$ cat config.mk
export PLATFORM = sky130hd
export DESIGN_NAME = mac_feeder_flat
export DESIGN_NICKNAME = d
export VERILOG_FILES = /design/src/rtl/mac_feeder_pkg.sv /design/src/rtl/mac_feeder_if.sv /design/src/rtl/mac_feeder_buf.sv /design/src/rtl/mac_feeder.sv /design/src/flat_wrapper.sv
export SDC_FILE = /design/constraint.sdc
export NUM_CORES = 1
export LEC_CHECK = 0
export ABC_AREA = 1
export CELL_PAD_IN_SITES_DETAIL_PLACEMENT = 1
export CELL_PAD_IN_SITES_GLOBAL_PLACEMENT = 2
export CORE_MARGIN = 4
export CORE_UTILIZATION = 40
export CTS_BUF_LIST = sky130_fd_sc_hd__clkbuf_4 sky130_fd_sc_hd__clkbuf_8
export CTS_CLUSTER_DIAMETER = 60
export DETAILED_ROUTE_END_ITERATION = 10
export DONT_BUFFER_PORTS = 1
export GPL_TIMING_DRIVEN = 1
export HOLD_SLACK_MARGIN = 0.1
export PLACE_DENSITY_LB_ADDON = 0.1
export RECOVER_POWER = 50
export SETUP_SLACK_MARGIN = 0.4
export SYNTH_ARGS = -nofsm -noshare
export SYNTH_HDL_FRONTEND = slang
export SYNTH_SLANG_ARGS = --single-unit
$ cat constraint.sdc
create_clock -name clk -period 5.45 [get_ports clk]
set_input_delay 0.2725 -clock clk [delete_from_list [all_inputs] [get_ports clk]]
set_output_delay 0.2725 -clock clk [all_outputs]
set_load 0.01 [all_outputs]
$ cat src/rtl/mac_feeder_pkg.sv
// Shared definitions for the MAC feeder: FSM encoding, drain length and
// Q12.20 reference constants.
package mac_feeder_pkg;

  typedef logic [2:0] state_t;

  localparam state_t ST_LOAD  = 3'd0;
  localparam state_t ST_CLEAR = 3'd1;
  localparam state_t ST_ISSUE = 3'd2;
  localparam state_t ST_DRAIN = 3'd3;
  localparam state_t ST_DONE  = 3'd4;

  localparam int unsigned DRAIN_CYCLES = 2;

  localparam logic [31:0] ONE      = 32'h0010_0000;
  localparam int unsigned SIGN_BIT = 31;

  function automatic int unsigned idx_width(input int unsigned s);
    return (s > 1) ? $clog2(s) : 1;
  endfunction

endpackage

$ cat src/rtl/mac_feeder_if.sv
// Load and result handshake bundle between the layer controller (master)
// and the MAC feeder (slave).
interface mac_feeder_if #(
  parameter int unsigned n = 32
);
  logic         load_valid;
  logic         load_ready;
  logic [n-1:0] load_w;
  logic [n-1:0] load_x;
  logic         out_valid;
  logic         out_ready;
  logic [n-1:0] out_sum;
  logic         out_invalid;

  modport master (
    output load_valid, load_w, load_x, out_ready,
    input  load_ready, out_valid, out_sum, out_invalid
  );

  modport slave (
    input  load_valid, load_w, load_x, out_ready,
    output load_ready, out_valid, out_sum, out_invalid
  );
endinterface

$ cat src/rtl/mac_feeder_buf.sv
// S-entry {w,x} register file: one write port, one combinational read port.
module mac_feeder_buf
  import mac_feeder_pkg::*;
#(
  parameter int unsigned S = 8,
  parameter int unsigned n = 32
) (
  input  logic                       clk_i,
  input  logic                       we_i,
  input  logic [idx_width(S)-1:0]    waddr_i,
  input  logic [2*n-1:0]             wdata_i,
  input  logic [idx_width(S)-1:0]    raddr_i,
  output logic [2*n-1:0]             rdata_o
);

  logic [2*n-1:0] mem_q [S];

  always_ff @(posedge clk_i) begin
    if (we_i) begin
      mem_q[waddr_i] <= wdata_i;
    end
  end

  assign rdata_o = mem_q[raddr_i];

endmodule

$ cat src/rtl/mac_feeder.sv
// Buffers S weight/input pairs, clears the MAC, streams the pairs one per
// cycle, then returns the MAC's clamped sum and sticky invalid flag.
module mac_feeder
  import mac_feeder_pkg::*;
#(
  parameter int unsigned S = 8,
  parameter int unsigned n = 32
) (
  input  logic         clk,
  input  logic         reset,
  mac_feeder_if.slave  bus,
  output logic [n-1:0] W,
  output logic [n-1:0] X,
  output logic         en_s2,
  output logic         local_en,
  output logic         mac_reset,
  input  logic [n-1:0] mac_sum,
  input  logic         mac_invalid,
  output logic         busy
);

  localparam int unsigned IW = idx_width(S);
  localparam logic [IW-1:0] LAST_IDX   = IW'(S - 1);
  localparam logic [IW-1:0] LAST_DRAIN = IW'(DRAIN_CYCLES - 1);

  state_t          state_q, state_d;
  logic [IW-1:0]   idx_q, idx_d;
  logic [IW-1:0]   raddr;
  logic [n-1:0]    w_q, w_d, x_q, x_d;
  logic [n-1:0]    sum_q, sum_d;
  logic            inv_q, inv_d;
  logic            acc_q, acc_d;
  logic            valid_q, valid_d;
  logic            we;
  logic [2*n-1:0]  rdata;

  mac_feeder_buf #(
    .S (S),
    .n (n)
  ) u_buf (
    .clk_i   (clk),
    .we_i    (we),
    .waddr_i (idx_q),
    .wdata_i ({bus.load_w, bus.load_x}),
    .raddr_i (raddr),
    .rdata_o (rdata)
  );

  // W/X are registered one entry ahead so that during the ISSUE cycle with
  // index i the MAC already sees buffer[i]; CLEAR preloads entry 0.
  always_comb begin
    state_d = state_q;
    idx_d   = idx_q;
    w_d     = w_q;
    x_d     = x_q;
    sum_d   = sum_q;
    inv_d   = inv_q;
    acc_d   = acc_q;
    valid_d = valid_q;
    we      = 1'b0;
    raddr   = idx_q;

    case (state_q)
      ST_LOAD: begin
        if (bus.load_valid) begin
          we = 1'b1;
          if (idx_q == LAST_IDX) begin
            state_d = ST_CLEAR;
            idx_d   = '0;
            acc_d   = 1'b0;
          end else begin
            idx_d = idx_q + IW'(1);
          end
        end
      end
      ST_CLEAR: begin
        raddr   = '0;
        w_d     = rdata[2*n-1:n];
        x_d     = rdata[n-1:0];
        idx_d   = '0;
        state_d = ST_ISSUE;
      end
      ST_ISSUE: begin
        acc_d = acc_q | mac_invalid;
        if (idx_q == LAST_IDX) begin
          idx_d   = '0;
          state_d = ST_DRAIN;
        end else begin
          raddr = idx_q + IW'(1);
          w_d   = rdata[2*n-1:n];
          x_d   = rdata[n-1:0];
          idx_d = idx_q + IW'(1);
        end
      end
      ST_DRAIN: begin
        if (idx_q == LAST_DRAIN) begin
          sum_d   = mac_sum;
          inv_d   = acc_q;
          valid_d = 1'b1;
          idx_d   = '0;
          state_d = ST_DONE;
        end else begin
          idx_d = idx_q + IW'(1);
        end
      end
      ST_DONE: begin
        if (bus.out_ready) begin
          valid_d = 1'b0;
          idx_d   = '0;
          state_d = ST_LOAD;
        end
      end
      default: begin
        idx_d   = '0;
        state_d = ST_LOAD;
      end
    endcase
  end

  always_ff @(posedge clk or negedge reset) begin
    if (!reset) begin
      state_q <= ST_LOAD;
      idx_q   <= '0;
      w_q     <= '0;
      x_q     <= '0;
      sum_q   <= '0;
      inv_q   <= 1'b0;
      acc_q   <= 1'b0;
      valid_q <= 1'b0;
    end else begin
      state_q <= state_d;
      idx_q   <= idx_d;
      w_q     <= w_d;
      x_q     <= x_d;
      sum_q   <= sum_d;
      inv_q   <= inv_d;
      acc_q   <= acc_d;
      valid_q <= valid_d;
    end
  end

  assign W               = w_q;
  assign X               = x_q;
  assign en_s2           = (state_q == ST_ISSUE);
  assign local_en        = (state_q == ST_ISSUE);
  assign mac_reset       = !reset || (state_q == ST_CLEAR);
  assign busy            = (state_q != ST_LOAD);
  assign bus.load_ready  = (state_q == ST_LOAD);
  assign bus.out_valid   = valid_q;
  assign bus.out_sum     = sum_q;
  assign bus.out_invalid = inv_q;

endmodule

$ cat src/flat_wrapper.sv
// flat-port wrapper written by rule: the top's interface ports become plain ports
module mac_feeder_flat import mac_feeder_pkg::*;
#(
  parameter int unsigned S = 8,
  parameter int unsigned n = 32
)
  (clk, reset, W, X, en_s2, local_en, mac_reset, mac_sum, mac_invalid, busy, bus_load_valid, bus_load_w, bus_load_x, bus_out_ready, bus_load_ready, bus_out_valid, bus_out_sum, bus_out_invalid);
  mac_feeder_if #(.n(n)) bus_i ();
  input  logic clk;
  input  logic reset;
  output logic [n-1:0] W;
  output logic [n-1:0] X;
  output logic en_s2;
  output logic local_en;
  output logic mac_reset;
  input  logic [n-1:0] mac_sum;
  input  logic mac_invalid;
  output logic busy;
  input wire logic [$bits(bus_i.load_valid)-1:0] bus_load_valid;
  input wire logic [$bits(bus_i.load_w)-1:0] bus_load_w;
  input wire logic [$bits(bus_i.load_x)-1:0] bus_load_x;
  input wire logic [$bits(bus_i.out_ready)-1:0] bus_out_ready;
  output wire logic [$bits(bus_i.load_ready)-1:0] bus_load_ready;
  output wire logic [$bits(bus_i.out_valid)-1:0] bus_out_valid;
  output wire logic [$bits(bus_i.out_sum)-1:0] bus_out_sum;
  output wire logic [$bits(bus_i.out_invalid)-1:0] bus_out_invalid;
  assign bus_i.load_valid = bus_load_valid;
  assign bus_i.load_w = bus_load_w;
  assign bus_i.load_x = bus_load_x;
  assign bus_i.out_ready = bus_out_ready;
  assign bus_load_ready = bus_i.load_ready;
  assign bus_out_valid = bus_i.out_valid;
  assign bus_out_sum = bus_i.out_sum;
  assign bus_out_invalid = bus_i.out_invalid;
  mac_feeder #(.S(S), .n(n)) u_core (.clk(clk), .reset(reset), .bus(bus_i), .W(W), .X(X), .en_s2(en_s2), .local_en(local_en), .mac_reset(mac_reset), .mac_sum(mac_sum), .mac_invalid(mac_invalid), .busy(busy));
endmodule
# Word level (Yosys, flattened, before mapping)
# Memory sizes are Yosys's and may differ from the RTL's.
# Index checks and enable logic that the tools add are counted.
word_totals:
  regBits: 105
  latch_bits: 0
  ramBits: 512
  mem_bits_ro: 0
  input_bits: 101
  output_inout_bits: 103
  wordCells: 62
  mem_count: 1
classes:
  addsub: 1
  multipliers: 0
  div_mod_pow: 0
  magnitude_cmp: 0
  n_eq_ne: 12
  shifts: 0
  n_mux: 26
  n_bitwise: 1
  n_reduce_logical: 13
mem_list:
  columns: ["memory", "depth", "width", "read_ports", "rd_ports_with_merged_regs", "wr", "line_no", "source"]
  rows:
  - ["u_core.u_buf.mem_q", 8, 64, 1, 0, 1, "mac_feeder_buf.sv:16", "logic [2*n-1:0] mem_q [S];"]
op_table:
  columns: ["cell", "count"]
  rows:
  - ["32-bit one-hot mux with 2 select lines", 2]
  - ["32-bit 2-to-1 mux", 2]
  - ["3-bit 2-to-1 mux", 9]
  - ["3-bit one-hot mux with 5 select lines", 1]
  - ["3-bit one-hot mux with 4 select lines", 1]
  - ["1-bit 2-to-1 mux", 8]
  - ["3-bit by 1-bit == test with 1-bit output, second input constant", 2]
  - ["3-bit by 2-bit == test with 1-bit output, second input constant", 2]
  - ["3-bit == test, second input constant", 2]
  - ["2-bit by 1-bit != test with 1-bit output, second input constant", 3]
  - ["2-bit != test, second input constant", 3]
  - ["3-bit one-hot mux with 2 select lines", 1]
  - ["2-bit AND reduction", 3]
  - ["3-bit AND reduction", 2]
  - ["2-bit nonzero test", 3]
  - ["5-bit AND reduction", 1]
  - ["1-bit one-hot mux with 2 select lines", 2]
  - ["3-bit by 1-bit adder with 3-bit output, second input constant", 1]
  - ["3-bit logical NOT", 1]
  - ["3-bit nonzero test", 1]
  - ["1-bit logical NOT", 1]
  - ["1-bit logical OR", 1]
  - ["1-bit bitwise OR", 1]

# Logic depth before layout (Yosys ltp)
# Gate-level depths: netlist (run 1).
# An unclocked memory read counts as a cell.
depth:
  depth_word: 6
  depth_mapped: 14
  depth_no_buf: 12

# Cells and area by module
# From an unflattened synthesis (run 1), not the netlist that was laid out.
unflattened:
  cells_unflattened: 2731
  area_unflattened_um2: 27050.9
modules_own_cells:
  columns: ["mod", "instances", "cells_each", "area_per_inst_um2", "seq_area_each_um2"]
  rows:
  - ["mac_feeder_buf", 1, 2230, 22376.5, 15374.7]
  - ["mac_feeder", 1, 501, 4674.5, 2627.5]

# Worst setup path before layout (run 1)
# Ideal clock, no wire load.
synth_timing:
  path_type: "flip-flop to flip-flop"
  from: "register u_core.state_q[2]"
  to: "memory u_core.u_buf.mem_q[5][0] (netlist bit) (enable)"
  setup_ns: 0.565
  arrival_ns: 5.542
  required_time_ns: 4.885
  path_slack_ns: -0.656
  path_stages_with_launch: 8
  cell_sequence: "dfrtp_1 -> inv_1 -> nand2_1 -> nor2_1 -> inv_1 -> nor2_1 -> nand2_1 -> nor3_1"
synth_between:
  elab_chain_cells: 4
synth_lines:
  columns: ["item", "line_no", "source"]
  rows:
  - ["start, declared", "mac_feeder.sv:26", "state_t state_q, state_d;"]
  - ["start signal, assigned", "mac_feeder.sv:131", "state_q <= state_d;"]
  - ["3-bit logical NOT", null, null]
  - ["named net bus_load_ready", "flat_wrapper.sv:23", "output wire logic [$bits(bus_i.load_ready)-1:0] bus_load_ready;"]
  - ["1-bit 2-to-1 mux", "mac_feeder.sv:63", "case (state_q)"]
  - ["1-bit 2-to-1 mux", "mac_feeder_buf.sv:19", "if (we_i) begin"]
  - ["1-bit 2-to-1 mux (implied by the code)", "mac_feeder_buf.sv:20", "mem_q[waddr_i] <= wdata_i;"]
  - ["end, declared", "mac_feeder_buf.sv:16", null]
# The timed path passes the listed nets, and every way through them passes these cells.

# Worst setup path after layout (run 1)
layout_timing:
  from: "register u_core.idx_q[1]"
  to: "register u_core.w_q[22], in the netlist u_core.W[22]"
layout_between:
  elab_chain_cells: 6
layout_lines:
  columns: ["item", "line_no", "source"]
  rows:
  - ["start, declared", "mac_feeder.sv:27", "logic [IW-1:0] idx_q, idx_d;"]
  - ["start signal, assigned", "mac_feeder.sv:132", "idx_q <= idx_d;"]
  - ["3-bit by 1-bit adder with 3-bit output or 3-bit == test (tied branches)", "mac_feeder.sv:89, mac_feeder.sv:85", null]
  - ["3-bit 2-to-1 mux", "mac_feeder.sv:85", "if (idx_q == LAST_IDX) begin"]
  - ["3-bit one-hot mux with 2 select lines", "mac_feeder.sv:63", null]
  - ["memory read 8 x 64 bit", null, null]
  - ["32-bit 2-to-1 mux", "mac_feeder.sv:85", null]
  - ["32-bit one-hot mux with 2 select lines", "mac_feeder.sv:63", null]
  - ["end signal, assigned", "mac_feeder.sv:133", "w_q <= w_d;"]
  - ["end, declared", "mac_feeder.sv:29", "logic [n-1:0] w_q, w_d, x_q, x_d;"]
# Several ways; a longest one is shown, not always the timed one. The select of a mux whose other input is x is not followed.
# A chain may end at the register's enable or synchronous reset.

==> flow_metrics.env, run 1 <==
export IMPL_outcome="complete, but fails checks"
export IMPL_violations="max-capacitance violations, max-slew violations"
export IMPL_cts_tree="built"
export IMPL_hold_start="mac_sum[21]"
export IMPL_nFillCells=6990
export IMPL_drt_first_iter_violations=1107
export IMPL_clk_pin_slew_ns=0.06
export IMPL_place_hpwl_um=38000
export IMPL_fin_util_pct=46.9
export IMPL_numCtsBuffers=107
export IMPL_die_area_um2=69600
export IMPL_synth_top_area_share_pct=58.7
export IMPL_power_density_nw_per_um2=577
export IMPL_clockBufferDepth=3
export IMPL_worst_slack_ns=1.71
export IMPL_die_width_um=264
export IMPL_end_kind="register"
export IMPL_fin_cells=3463
export IMPL_r2r_end="u_core.W[22]$_DFFE_PN0P_"
export IMPL_cp_max_fo=61
export IMPL_syn_inst=2422
export IMPL_gp_congestion=0.758
export IMPL_drv_cap=1
export IMPL_num_vias=18000
export IMPL_start_util_pct=40.6
export IMPL_drc=0
export IMPL_dr_pass1_iters=4
export IMPL_syn_area_um2=26200
export IMPL_required_ns=6.02
export IMPL_htree_levels=3
export IMPL_worstSkewPairLatency_ns=0.70
export IMPL_cts_root_buf="clkbuf_8"
export IMPL_synthesis_nets=2528
export IMPL_die_y_um=264
export IMPL_hold_violations=0
export IMPL_wl_per_cell_um=22.3
export IMPL_setup_tns_final_ns=0
export IMPL_power_total_mw=17.5
export IMPL_syn2layout_area_growth_pct=15.7
export IMPL_r2r_start="u_core.idx_q[1]$_DFFE_PN0P_"
export IMPL_grt_pass1_wl_um=118000
export IMPL_grt_usage_pct=21.9
export IMPL_clock_sinks=617
export IMPL_post_cts_buffers=0
export IMPL_finalClockSkew_ns=0.0231
export IMPL_reg2regPathDepth=12
export IMPL_fin_nets=2619
export IMPL_avgViaCountPerCell=5.20
export IMPL_yosysMostFrequentCell="nand3_1"
export IMPL_synth_edf_count=512
export IMPL_overflow=0
export IMPL_drv_slew=106
export IMPL_drtAntennaViolNets=0
export IMPL_dp_cells=3157
export IMPL_hold_ws_ns=0.262
export IMPL_cp_arrival_ns=4.31
export IMPL_yosys_area_top_type="edfxtp_1"
export IMPL_yosys_top_cells_count="nand3_1, edfxtp_1, nand2_1"
export IMPL_dp_slack_ns=1.66
export IMPL_setup_viol=0
export IMPL_port_buffers=0
export IMPL_whs_path_depth=2
export IMPL_ys_ff_latch=617
export IMPL_period_minus_slack_ns=3.74
export IMPL_cts_resized=0
export IMPL_r2r_slack_ns=1.71
export IMPL_synth_seq_area_share_pct=68.7
export IMPL_rsz0062_at_grt="false"
export IMPL_async_flop_share_pct=17.0
export IMPL_core_rowCount=93
export IMPL_core_area_um2=64600
export IMPL_timing_slew_headroom_pct=-129
export IMPL_synth_avg_cell_area_um2=10.8
export IMPL_p_leak_nw=12.9
export IMPL_pin_count=204
export IMPL_cp_start_kind="register"
export IMPL_fmax_ghz=0.268
export IMPL_drive_gt1_share_pct=10.8
export IMPL_grt_pass1_vias=19100
export IMPL_max_slew_worst_pin_slew_ns=3.43
export IMPL_seq_area_um2=18000
export IMPL_multi_input_area_um2=6110
export IMPL_holdCritPathClass="input port to register"
export IMPL_critPathKind="register to register"
export IMPL_min_to="u_core.bus.out_sum[21]$_DFFE_PN0P_"
export IMPL_irDropWorstVdd_mv=0.658
export IMPL_antenna_found_initial=5
export IMPL_routed_wl_um=77300
export IMPL_final_area_um2=30300
export IMPL_finalCritPeriodShare_pct=68.5
export IMPL_grt_max_degree=216
export IMPL_synthFlopType="edfxtp_1"
export IMPL_synthTopCellsByArea="edfxtp_1, nand3_1, dfrtp_1, nand2_1, inv_1"
export IMPL_ys_types=27
export IMPL_place_area_um2=27000
export IMPL_yosys_warnings=0
[repair_timing]
action	in CTS	in global routing
endpoints found under the hold margin	657	0
hold buffers	102	0
endpoints found under the setup margin	0	0
[registers in the layout, indices dropped and copies added, names as in the netlist]
register	flops
u_core.state_q	3
u_core.bus.out_invalid	1
u_core.bus.out_sum	32
u_core.idx_q	3
u_core.bus.out_valid	1
u_core.X	32
u_core.u_buf.mem_q	512
u_core.acc_q	1
u_core.W	32
[layer usage]
metal | up-vias | share of wire, % | track usage [%]
met2 | 375 | 49 | 37.5
met4 | 0 | 2.0 | 5.30
met5 | - | 0 | 0
li1 | 8306 | - | -
met3 | 111 | 4.0 | 3.94
met1 | 9231 | 45 | 29.2
[final cells by class]
type                       count  share of cell area, %
timing repair buffer         131                   4.48
inverter                     402                   4.98
multi-input combinational   1254                   20.2
tap                          855                   3.53
clock buffer                 183                   7.11
clock inverter                16                  0.289
sequential                   617                   59.4
antenna                        5                 0.0413
[worst max-delay path, cell delays in order (launching register included)]
cell and delay [ns]:
dfrtp_1 0.56, ha_1 0.24, ha_1 0.29, inv_1 0.10
ha_1 0.29, nand3b_4 0.34, nand2_4 0.72, buf_4 0.54
nand2_1 0.11, nand3_1 0.09, nand3_1 0.09, nand3_1 0.12
nand2_1 0.07
[cells by family (layout without fill, tap and decap cells)]
kind of cell / Yosys count / count (layout) / share of synthesized area [%]
adders and majority gates: 5 / 5 / 0.239
other: 0 / 5 / 0
DFF: 617 / 617 / 68.7
and+or+nand+nor: 1201 / 1201 / 20.8
buffers and inverters: 551 / 732 / 8.45
muxes: 33 / 33 / 1.42
AOI/OAI and AO/OA: 15 / 15 / 0.325
[cells in the final DEF, fill, tap and decap left out, drive strengths merged]
cell type / netlist / layout
clkinv: 1 / 13
inv: 401 / 404
dfrtp: 105 / 105
nand3b: 1 / 1
nand3: 708 / 708
nor2: 10 / 10
edfxtp: 512 / 512
diode: 0 / 5
clkinvlp: 0 / 1
clkbuf: 32 / 184
ha: 5 / 5
nand2: 478 / 478
a21oi: 2 / 2
o22ai: 1 / 1
dlygate4sd3: 0 / 101
mux2: 33 / 33
o21ai: 10 / 10
o211ai: 1 / 1
or2: 1 / 1
o31ai: 1 / 1
buf: 117 / 29
nor3: 3 / 3
[report_power, final]
part	total [mW]	switching, mW	internal [mW]
registers	6.48	0.501	5.98
clock network	4.35	1.87	2.47
logic	6.64	4.85	1.80
[worst max-delay path by stage]
stage / endpoint / cells after the start / from
final: u_core.W[22]$_DFFE_PN0P_ / 12 / u_core.idx_q[1]$_DFFE_PN0P_
after global routing: u_core.W[27]$_DFFE_PN0P_ / 13 / u_core.idx_q[1]$_DFFE_PN0P_
after CTS: u_core.X[27]$_DFFE_PN0P_ / 13 / u_core.idx_q[1]$_DFFE_PN0P_
after detailed placement: u_core.X[27]$_DFFE_PN0P_ / 13 / u_core.idx_q[1]$_DFFE_PN0P_
after global placement: u_core.X[27]$_DFFE_PN0P_ / 13 / u_core.idx_q[1]$_DFFE_PN0P_
after floorplan: u_core.u_buf.mem_q[1][0]$_DFFE_PP_ / 7 / u_core.state_q[2]$_DFFE_PN0P_
Note: power is estimated with default switching activity, not from simulation.
==> run 2, diff against run 1 <==
Settings changed: ABC_AREA 1 to 0, CORE_UTILIZATION 40 to 44.
Clock period 5.45 ns to 3.3 ns, I/O delays scaled along.
==> run 2 against run 1 <==
Net effect:
- the run still ends with max-capacitance violations, max-slew violations left
- worst setup slack lost 1.2 ns
- routed wire length shrank 21%
- global-route usage shrank 0.70 points
- core utilization grew 6.4 points
- clock power grew 59%
- cell count shrank 30%
- largest power group unchanged
==> flow_metrics.env, run 2 <==
export IMPL_synthTopCellsByArea="edfxtp_1, dfrtp_1, a32o_1, mux2i_1, nand2_1"
export IMPL_dr_pass1_iters=5
export IMPL_synthFlopType="edfxtp_1"
export IMPL_power_total_mw=29.9
export IMPL_synth_edf_count=512
export IMPL_swShare_pct=38.0
export IMPL_multi_input_area_um2=5260
export IMPL_numCtsBuffers=101
export IMPL_ys_types=38
export IMPL_port_buffers=0
export IMPL_synthesis_nets=1572
export IMPL_final_common_cell="edfxtp_1"
export IMPL_start_util_pct=44.7
export IMPL_synth_avg_cell_area_um2=16.1
export IMPL_clock_sinks=617
export IMPL_power_density_nw_per_um2=1060
export IMPL_yosys_warnings=0
export IMPL_max_slew_worst_pin_slew_ns=1.91
export IMPL_crit_start="u_core.idx_q[0]$_DFFE_PN0P_"
export IMPL_core_area_um2=52800
export IMPL_p_seq_share_pct=35.4
export IMPL_antenna_found_initial=5
export IMPL_violations="max-capacitance violations, max-slew violations"
export IMPL_overflow=0
export IMPL_drt_first_iter_violations=806
export IMPL_combPwrFrac_pct=41.5
export IMPL_largest_register="u_core.u_buf.mem_q"
export IMPL_syn_inst=1466
export IMPL_fin_util_pct=53.3
export IMPL_cp_start_kind="register"
export IMPL_grt_pass1_vias=14300
export IMPL_cts_tree="built"
export IMPL_drive_gt1_share_pct=17.0
export IMPL_yosysMostFrequentCell="edfxtp_1"
export IMPL_critPathKind="register to register"
export IMPL_yosys_area_top_type="edfxtp_1"
export IMPL_fin_nets=1736
export IMPL_fmax_ghz=0.358
export IMPL_whs_path_depth=2
export IMPL_drc=0
export IMPL_wl_per_cell_um=25.5
export IMPL_timing_slew_headroom_pct=-27.6
export IMPL_async_flop_share_pct=17.0
export IMPL_core_rowCount=84
export IMPL_synth_seq_area_share_pct=76.4
export IMPL_internal_power_mw=18.5
export IMPL_synth_top_area_share_pct=65.2
export IMPL_power_switching_mw=11.4
export IMPL_die_width_um=239
export IMPL_grt_usage_pct=21.2
export IMPL_cpMaxStageDelayCell="dfrtp_1"
export IMPL_crit_cells=12
export IMPL_crit_chain="ha_1 -> ha_1 -> inv_1 -> ha_1 -> nor4b_4 -> a211oi_4 -> buf_12 -> buf_6 -> buf_4 -> nand2_1 -> a32o_1 -> o31ai_1"
export IMPL_clockBufferDepth=3
export IMPL_drv_cap=1
export IMPL_gp_congestion=0.737
export IMPL_htree_levels=3
export IMPL_p_leak_nw=10.2
export IMPL_syn2layout_area_growth_pct=19.4
export IMPL_drv_slew=106
export IMPL_reg2regPathDepth=12
export IMPL_hold_violations=0
export IMPL_layout_common_cells="edfxtp_1, nand2_1, a32o_1"
export IMPL_grt_max_degree=129
export IMPL_cp_arrival_ns=3.37
export IMPL_critPathBufInv=4
export IMPL_period_minus_slack_ns=2.79
export IMPL_worstSkewPairLatency_ns=0.68
export IMPL_ys_ff_latch=617
export IMPL_routed_wl_um=61500
export IMPL_holdCritPathClass="input port to register"
export IMPL_grt_pass1_wl_um=91500
export IMPL_finalCritPeriodShare_pct=84.6
export IMPL_irDropWorstVdd_mv=0.855
export IMPL_place_area_um2=24800
export IMPL_final_area_um2=28100
export IMPL_avgViaCountPerCell=5.53
export IMPL_r2r_start="u_core.idx_q[0]$_DFFE_PN0P_"
export IMPL_cts_root_buf="clkbuf_8"
export IMPL_pin_count=204
export IMPL_required_ns=3.88
export IMPL_cp_max_fo=26
export IMPL_clk_pin_slew_ns=0.06
export IMPL_die_y_um=239
export IMPL_seq_area_um2=18000
export IMPL_hold_start="mac_sum[29]"
export IMPL_largest_reg_flops=512
export IMPL_place_hpwl_um=30200
export IMPL_drtAntennaViolNets=0
export IMPL_end_kind="register"
export IMPL_finalClockSkew_ns=0.0298
export IMPL_yosys_top_cells_count="edfxtp_1, nand2_1, a32o_1"
export IMPL_cpLargestDelayFamily="compound AO/OA/AOI/OAI gates"
export IMPL_outcome="complete, but fails checks"
export IMPL_syn_area_um2=23600
export IMPL_timing_critical_path_mode_cell="ha_1"
export IMPL_die_area_um2=57300
export IMPL_nFillCells=4952
export IMPL_setup_tns_final_ns=0
export IMPL_num_vias=13300
export IMPL_rsz0062_at_grt="true"
export IMPL_p_clk_share_pct=23.1
export IMPL_setup_viol=0
export IMPL_cp_slowest_stage_delay_ns=0.36
[run 2: changes by cell type after synthesis, moves of 17 or more]
cell | previous run | this run
buf_2 | 91 | 19
buf_1 | 18 | 1
nand2_1 | 475 | 328
inv_1 | 397 | 10
o31ai_1 | 1 | 65
clkbuf_1 | 32 | 56
nand3_1 | 705 | 5
a32o_1 | 0 | 130
mux2i_1 | 0 | 128
[run 2: cell type report]
type / count / share of cell area (%)
clock inverter: 23 / 0.601
tap: 688 / 3.06
inverter: 10 / 0.133
timing repair buffer: 154 / 6.45
antenna: 3 / 0.0267
clock buffer: 166 / 7.01
multi-input combinational: 746 / 18.7
sequential: 617 / 64.0
[run 2: cell families (layout without fill, tap and decap cells)]
logic type	after synthesis	count (layout)	share of synthesized area, %
compound gates	219	219	8.34
simple gates	361	361	5.97
mux	161	161	7.01
fa+ha+maj	5	5	0.265
other cells	0	3	0
flops	617	617	76.4
buf+inv	103	353	2.01
[run 2: final timing paths]
| check | to | slack, ns |
|---|---|---|
| max | u_core.X[22]$_DFFE_PN0P_ | 0.51 |
| min | u_core.bus.out_sum[29]$_DFFE_PN0P_ | 0.18 |
| max reg2reg | u_core.X[22]$_DFFE_PN0P_ | 0.51 |
| min reg2reg | u_core.bus.out_invalid$_DFFE_PN0P_ | 0.54 |
| max in group asynchronous | u_core.idx_q[2]$_DFFE_PN0P_ | 1.41 |
| min in group asynchronous | u_core.bus.out_sum[1]$_DFFE_PN0P_ | 0.62 |
[run 2: power by group through the flow]
| stage | combinational, mW | sequential [mW] | clock, mW |
|---|---|---|---|
| 2_1_floorplan | 8.24 | 10.4 | 0 |
| 3_3_place_gp | 11.7 | 10.8 | 0 |
| 3_5_place_dp | 11.8 | 10.8 | 0 |
| 4_1_cts | 12.1 | 10.6 | 7.11 |
| 5_1_grt | 13.5 | 10.7 | 7.51 |
| 6_report | 12.4 | 10.6 | 6.91 |
[run 2: repair_timing]
item                                    in CTS  in global routing
cloned                                       0                  3
gates resized for setup                      2                 13
endpoints found under the setup margin      26                 62
buffers inserted                             0                  2
hold endpoints to repair                   669                  0
hold buffers                               104                  0
[run 2: metrics by stage]
step / cells / setup WS (ns) / hold slack, ns
after floorplan: 1466 / 0.260 / -0.131
after global placement: 2106 / 0.459 / -0.127
after detailed placement: 2106 / 0.343 / -0.127
after CTS: 2399 / 0.427 / 0.101
after global routing: 2405 / 0.357 / 0.126
final: 2407 / 0.508 / 0.181
[run 2: worst register-to-register path: cells and delay by family (launching register included)]
family	cells	cell delay, ns
AOI/OAI and AO/OA	3	0.74
adders and majority gates	3	0.72
buffers and inverters	4	0.76
DFF	1	0.36
and+or+nand+nor	2	0.12
[run 2: layer usage]
layer / global-route usage (%) / vias to the layer above / wire [µm]
met5: 0 / - / 27
met4: 5.98 / 4 / 1010
met3: 5.38 / 76 / 3280
met2: 35.2 / 279 / 30100
met1: 28.0 / 6966 / 27100
li1: - / 5994 / -
